File: config.mk
export PLATFORM = sky130hd
export DESIGN_NAME = operand_sequencer
export DESIGN_NICKNAME = d
export VERILOG_FILES = /design/src/rtl/operand_sequencer.sv
export SDC_FILE = /design/constraint.sdc
export NUM_CORES = 1
export LEC_CHECK = 0
export ABC_AREA = 1
export CORE_AREA = 4 4 44 84
export CTS_CLUSTER_DIAMETER = 120
export DETAILED_ROUTE_END_ITERATION = 10
export DIE_AREA = 0 0 48 88
export PLACE_DENSITY = 0.66
export SYNTH_ARGS = -nofsm -noshare
export SYNTH_HDL_FRONTEND = slang
export SYNTH_SLANG_ARGS = --single-unit
File: constraint.sdc
create_clock -name iClock -period 1.55 [get_ports iClock]
set_clock_uncertainty 0.2 [all_clocks]
set_input_delay 0.155 -clock iClock [delete_from_list [all_inputs] [get_ports iClock]]
set_output_delay 0.155 -clock iClock [all_outputs]
set_load 0.02 [all_outputs]
File: src/rtl/operand_sequencer.sv
// -----------------------------------------------------------------------------
// operand_sequencer
//
// Collects an ALU operation from a single bank of data switches.
//   1. Enter loads operand A.
//   2. Enter loads operand B.
//   3. Enter loads the opcode.
//   4. The operation is issued to the ALU as soon as it is ready.
//
// Clear abandons the entry at any point, zeroes all latched values and returns
// to operand A. Enter and Clear are turned into single-cycle events by
// rising-edge detection, so a button held down acts only once.
//
// Optional feature (macro SEQ_TIMEOUT_EN):
//   When defined, a sequence left idle in GET_B or GET_OP for TIMEOUT_CYCLES
//   clocks is cleared automatically. When undefined, there is no counter and
//   every state waits forever.
//
// Parameters:
//   WIDTH           operand width in bits
//   OPCODE_WIDTH    opcode width in bits (must not exceed WIDTH)
//   TIMEOUT_CYCLES  idle-abort interval in clocks (SEQ_TIMEOUT_EN builds only)
//
// Ports:
//   iClock     in   clock; all state updates on its rising edge
//   iResetN    in   asynchronous active-low reset
//   iEnter     in   debounced Enter button, 1 = pressed
//   iClear     in   debounced Clear button, 1 = pressed
//   iSwitches  in   [WIDTH]        data switches, sampled on an Enter event
//   iAluReady  in   ALU can accept a new operation
//   oOperandA  out  [WIDTH]        latched operand A
//   oOperandB  out  [WIDTH]        latched operand B
//   oOpcode    out  [OPCODE_WIDTH] latched opcode
//   oStart     out  one-cycle ALU start strobe (registered)
//   oStage     out  [2]            FSM state register, for the LED display
//
// ALU handshake: iAluReady is the ready and the ISSUE state is the valid. A
// transfer happens on the rising edge where the FSM is in ISSUE and iAluReady
// is 1. oStart is high for exactly the cycle following that edge, and the
// operands and opcode are stable while it is high.
// -----------------------------------------------------------------------------
module operand_sequencer #(
  parameter int WIDTH          = 8,
  parameter int OPCODE_WIDTH   = 3,
  parameter int TIMEOUT_CYCLES = 50000000
) (
  input  logic                    iClock,
  input  logic                    iResetN,
  input  logic                    iEnter,
  input  logic                    iClear,
  input  logic [WIDTH-1:0]        iSwitches,
  input  logic                    iAluReady,
  output logic [WIDTH-1:0]        oOperandA,
  output logic [WIDTH-1:0]        oOperandB,
  output logic [OPCODE_WIDTH-1:0] oOpcode,
  output logic                    oStart,
  output logic [1:0]              oStage
);

  // Elaboration-time parameter sanity check.
  if (OPCODE_WIDTH > WIDTH || TIMEOUT_CYCLES < 2) begin : g_bad_param
    $error("operand_sequencer: need OPCODE_WIDTH <= WIDTH and TIMEOUT_CYCLES >= 2");
  end

  typedef enum logic [1:0] {
    GET_A  = 2'd0,
    GET_B  = 2'd1,
    GET_OP = 2'd2,
    ISSUE  = 2'd3
  } state_e;

  state_e                  state_q, state_d;
  logic [WIDTH-1:0]        a_q, a_d;
  logic [WIDTH-1:0]        b_q, b_d;
  logic [OPCODE_WIDTH-1:0] op_q, op_d;
  logic                    start_q, start_d;
  logic                    enter_q, clear_q;

  logic enter_ev;
  logic clear_ev;
  logic clear_act;   // Clear event, or timeout when the timeout is built in

  assign enter_ev = iEnter & ~enter_q;
  assign clear_ev = iClear & ~clear_q;

`ifdef SEQ_TIMEOUT_EN
  localparam int CNT_W = (TIMEOUT_CYCLES > 1) ? $clog2(TIMEOUT_CYCLES) : 1;

  logic [CNT_W-1:0] cnt_q, cnt_d;
  logic             waiting;
  logic             timeout_hit;

  assign waiting     = (state_q == GET_B) || (state_q == GET_OP);
  // A real event on the final count wins over the timeout.
  assign timeout_hit = waiting && !enter_ev && !clear_ev &&
                       (cnt_q == CNT_W'(TIMEOUT_CYCLES - 1));
  assign clear_act   = clear_ev | timeout_hit;

  always_comb begin
    cnt_d = cnt_q + CNT_W'(1);
    if (!waiting || enter_ev || clear_ev || (state_d != state_q)) begin
      cnt_d = '0;
    end
  end
`else
  assign clear_act = clear_ev;
`endif

  always_comb begin
    state_d = state_q;
    a_d     = a_q;
    b_d     = b_q;
    op_d    = op_q;
    start_d = 1'b0;
    // Clear overrides both Enter and an ALU issue in the same cycle.
    if (clear_act) begin
      state_d = GET_A;
      a_d     = '0;
      b_d     = '0;
      op_d    = '0;
    end else begin
      case (state_q)
        GET_A: if (enter_ev) begin
          a_d     = iSwitches;
          state_d = GET_B;
        end
        GET_B: if (enter_ev) begin
          b_d     = iSwitches;
          state_d = GET_OP;
        end
        GET_OP: if (enter_ev) begin
          op_d    = iSwitches[OPCODE_WIDTH-1:0];
          state_d = ISSUE;
        end
        ISSUE: if (iAluReady) begin
          start_d = 1'b1;
          state_d = GET_A;
        end
        default: state_d = GET_A;
      endcase
    end
  end

  always_ff @(posedge iClock or negedge iResetN) begin
    if (!iResetN) begin
      state_q <= GET_A;
      a_q     <= '0;
      b_q     <= '0;
      op_q    <= '0;
      start_q <= 1'b0;
      enter_q <= 1'b0;
      clear_q <= 1'b0;
`ifdef SEQ_TIMEOUT_EN
      cnt_q   <= '0;
`endif
    end else begin
      state_q <= state_d;
      a_q     <= a_d;
      b_q     <= b_d;
      op_q    <= op_d;
      start_q <= start_d;
      enter_q <= iEnter;
      clear_q <= iClear;
`ifdef SEQ_TIMEOUT_EN
      cnt_q   <= cnt_d;
`endif
    end
  end

  assign oOperandA = a_q;
  assign oOperandB = b_q;
  assign oOpcode   = op_q;
  assign oStart    = start_q;
  assign oStage    = state_q;

endmodule

==> impl_metrics.json <==
{
  "dieArea_sq_mm": 0.00422,
  "cts.path.max_buffers": 2,
  "grt_pass1_wl_um": 4220,
  "grt_remaining_overflow": 0,
  "worst-path-max-fanout": 5,
  "initial_core_util_pct": 37.8,
  "portBuffers": 34,
  "period_needed_ns": 1.52,
  "dp.cells": 198,
  "grt_pass1_vias": 967,
  "drc": 0,
  "crit_slowest_cell": "dfrtp_1",
  "layout.nets": 191,
  "coreArea_sq_mm": 0.00301,
  "slowest_delay_ns": 0.44,
  "grt_max_degree": 25,
  "root_buffer": "clkbuf_8",
  "yosys_warnings": 0,
  "postSynthAreaPerCell_sq_um": 8.57,
  "synth_top_cells_by_count": "nand2_1 (37), dfrtp_1 (24), inv_1 (22)",
  "via_count": 948,
  "htreeDepth": 1,
  "place_hpwl_um": 2030,
  "synth_top_cell_area_share_pct": 52.7,
  "drive_gt1_share_pct": 16.2,
  "boundaryPins": 35,
  "initialDrtViolationCount": 17,
  "hold_viol_final": 0,
  "clk_pin_slew_ns": 0.08,
  "finalWeightedCongestion": 0.787,
  "slew_headroom_pct": 80.0,
  "synthArstFlopShare_pct": 100,
  "netlist_instances": 133,
  "via_per_inst": 4.67,
  "layout.cells.non_filler": 203,
  "drv_cap": 0,
  "synth_area_leaders": "dfrtp_1 (53%), nand2_1 (12%), inv_1 (7.2%), nand3_1 (6.6%), ha_1 (4.4%)",
  "arrival_ns": 1.16,
  "area_growth_pct": 41.2,
  "finalSetupViolCount": 0,
  "synthFlopType": "dfrtp_1",
  "rr_startpoint": "oStage[0]$_DFFE_PN0P_",
  "r2r-end": "oStage[0]$_DFFE_PN0P_",
  "r2r_slack_ns": 0.07,
  "cts_num_sinks": 24,
  "crit_cells": 2,
  "cts-hold-fix-buffers": 0,
  "cellLeakagePower_nw": 0.898,
  "cp-start-kind": "flop",
  "path_buf_inv": 2,
  "tightest_slew_ns": 0.300,
  "tritoncts": "done",
  "synth-seq-area-share_pct": 52.7,
  "required_ns": 1.19,
  "ys_seq_elements": 24,
  "grt.total_usage_pct": 13.8,
  "yosys.area.top_type": "dfrtp_1",
  "ant_nets": 0,
  "synth_edf_count": 0,
  "crit_chain": "buf_4, dlygate4sd2_1",
  "num_rows": 28,
  "min_period_over_period_pct": 97.8,
  "rsz0062_at_grt": "true",
  "vdd_drop_max_mv": 0.994,
  "status": "finished clean",
  "cts_buffers": 3,
  "num_antenna_cells": 0,
  "antenna_found_initial": 0,
  "critPathTopFamily": "buffers and inverters",
  "min_path_type": "input port to async pin",
  "timing.hold.ws_ns": 0.0320,
  "power_density_mw_per_mm2": 1490,
  "clkLatencyLatePin_ns": 0.26,
  "endpoint_kind": "output port",
  "wl_per_cell_um": 12.8,
  "criticalPathCategory": "flop to output port",
  "synth.distinct_cells": 17,
  "max_freq_mhz": 660,
  "synth_area_sq_mm": 0.00114,
  "die_h_um": 88,
  "dieWidth_um": 48,
  "dr.pass1.iters": 4,
  "yosysMostFrequentCell": "nand2_1",
  "routed_wl_um": 2600,
  "slew_viol_final": 0,
  "rr_worst_depth": 8,
  "syn-num-nets": 150
}
worst register-to-register path, delay by kind of cell (launching register included):
| kind | cells | cell delay (ns) |
|---|---|---|
| buffers and inverters | 1 | 0.07 |
| flip-flops | 1 | 0.41 |
| adder cells (fa/ha/maj) | 1 | 0.24 |
| AND/OR/NAND/NOR | 6 | 0.47 |
layout by cell type, fill, tap and decap left out:
cell type        netlist  routed
nand3_2                1       3
nand3b_1               1       1
clkbuf_8               0       3
inv_1                 22      21
nor2_2                 2       3
buf_4                  0       4
inv_2                  1       2
buf_12                 0       1
dfrtp_2                0       1
nor2_1                10       9
o21ai_0                6       6
nand2_4                1       1
dlymetal6s2s_1         0       1
dlygate4sd2_1          0      21
nand3_1               15      13
ha_2                   0       1
dfrtp_1               24      23
ha_1                   4       3
nand2_1               37      35
clkdlybuf4s50_1        0      12
nand2_2                3       5
o21ai_4                1       1
o21ai_2                2       2
bufinv_16              0       1
metrics by stage:
stage	setup slack [ns]	instance area, sq um	setup TNS, ns	power, mW	util (%)
2_1_floorplan	0.0193	1140	0	1.46	-
3_3_place_gp	0.0225	1530	0	1.93	50.9
3_5_place_dp	-0.0189	1530	-0.0199	1.95	50.9
4_1_cts	0.00117	1580	0	2.38	52.4
5_1_grt	-0.00637	1610	-0.00833	2.56	53.4
6_report	0.0338	1610	0	2.40	53.4
layer usage:
metal | global-route usage, % | up-vias | wire length, um
met5 | 0 | - | 0
met3 | 2.06 | 6 | 111
met1 | 15.7 | 433 | 960
met2 | 24.1 | 27 | 1470
li1 | - | 482 | -
met4 | 5.39 | 0 | 59
flip-flops by register name, summed over array words and instances, names as in the netlist:
signal     flops
oStart         1
enter_q        1
oOperandA      8
oOperandB      8
clear_q        1
oStage         2
oOpcode        3
what timing repair did:
| action | CTS | global route |
|---|---|---|
| pin swaps | 0 | 0 |
| gates resized for setup | 21 | 8 |
| buffers inserted | 0 | 1 |
| cloned | 0 | 0 |
| endpoints found under the setup margin | 21 | 16 |
worst max-delay path by stage:
stage                           from                  endpoint  slack [ns]
4_1_cts             oStart$_DFF_PN0_                    oStart       0.001
3_3_place_gp                  iClear  oOperandB[0]$_DFFE_PN0P_        0.02
3_5_place_dp                  iClear  oOperandB[0]$_DFFE_PN0P_       -0.02
2_1_floorplan  oStage[1]$_DFFE_PN0P_     oStage[1]$_DFFE_PN0P_        0.02
6_report       oStage[1]$_DFFE_PN0P_                 oStage[1]        0.03
5_1_grt        oStage[1]$_DFFE_PN0P_                 oStage[1]      -0.006
power by group:
part           switching, mW  total, mW  internal (mW)
Combinational          0.582      0.974          0.392
Sequential             0.105      0.893          0.788
Clock                  0.191      0.536          0.345
kinds of logic (layout without fill, tap and decap cells):
family          Yosys count  after routing  share of synthesized area [%]
simple gates             70             70                           27.3
buf+inv                  26             66                           9.99
flops                    24             24                           52.7
compound gates            9              9                           5.60
fa+ha+maj                 4              4                           4.39
cell type report:
| type | instances | area, sq um |
|---|---|---|
| Clock buffer | 3 | 41.3 |
| Fill cell | 289 | 1400 |
| Sequential cell | 24 | 602 |
| Inverter | 23 | 86.3 |
| Clock inverter | 1 | 30.0 |
| Timing Repair Buffer | 39 | 367 |
| Tap cell | 30 | 37.5 |
| Multi-Input combinational cell | 83 | 445 |
Note: power is estimated with default switching activity, not from simulation.
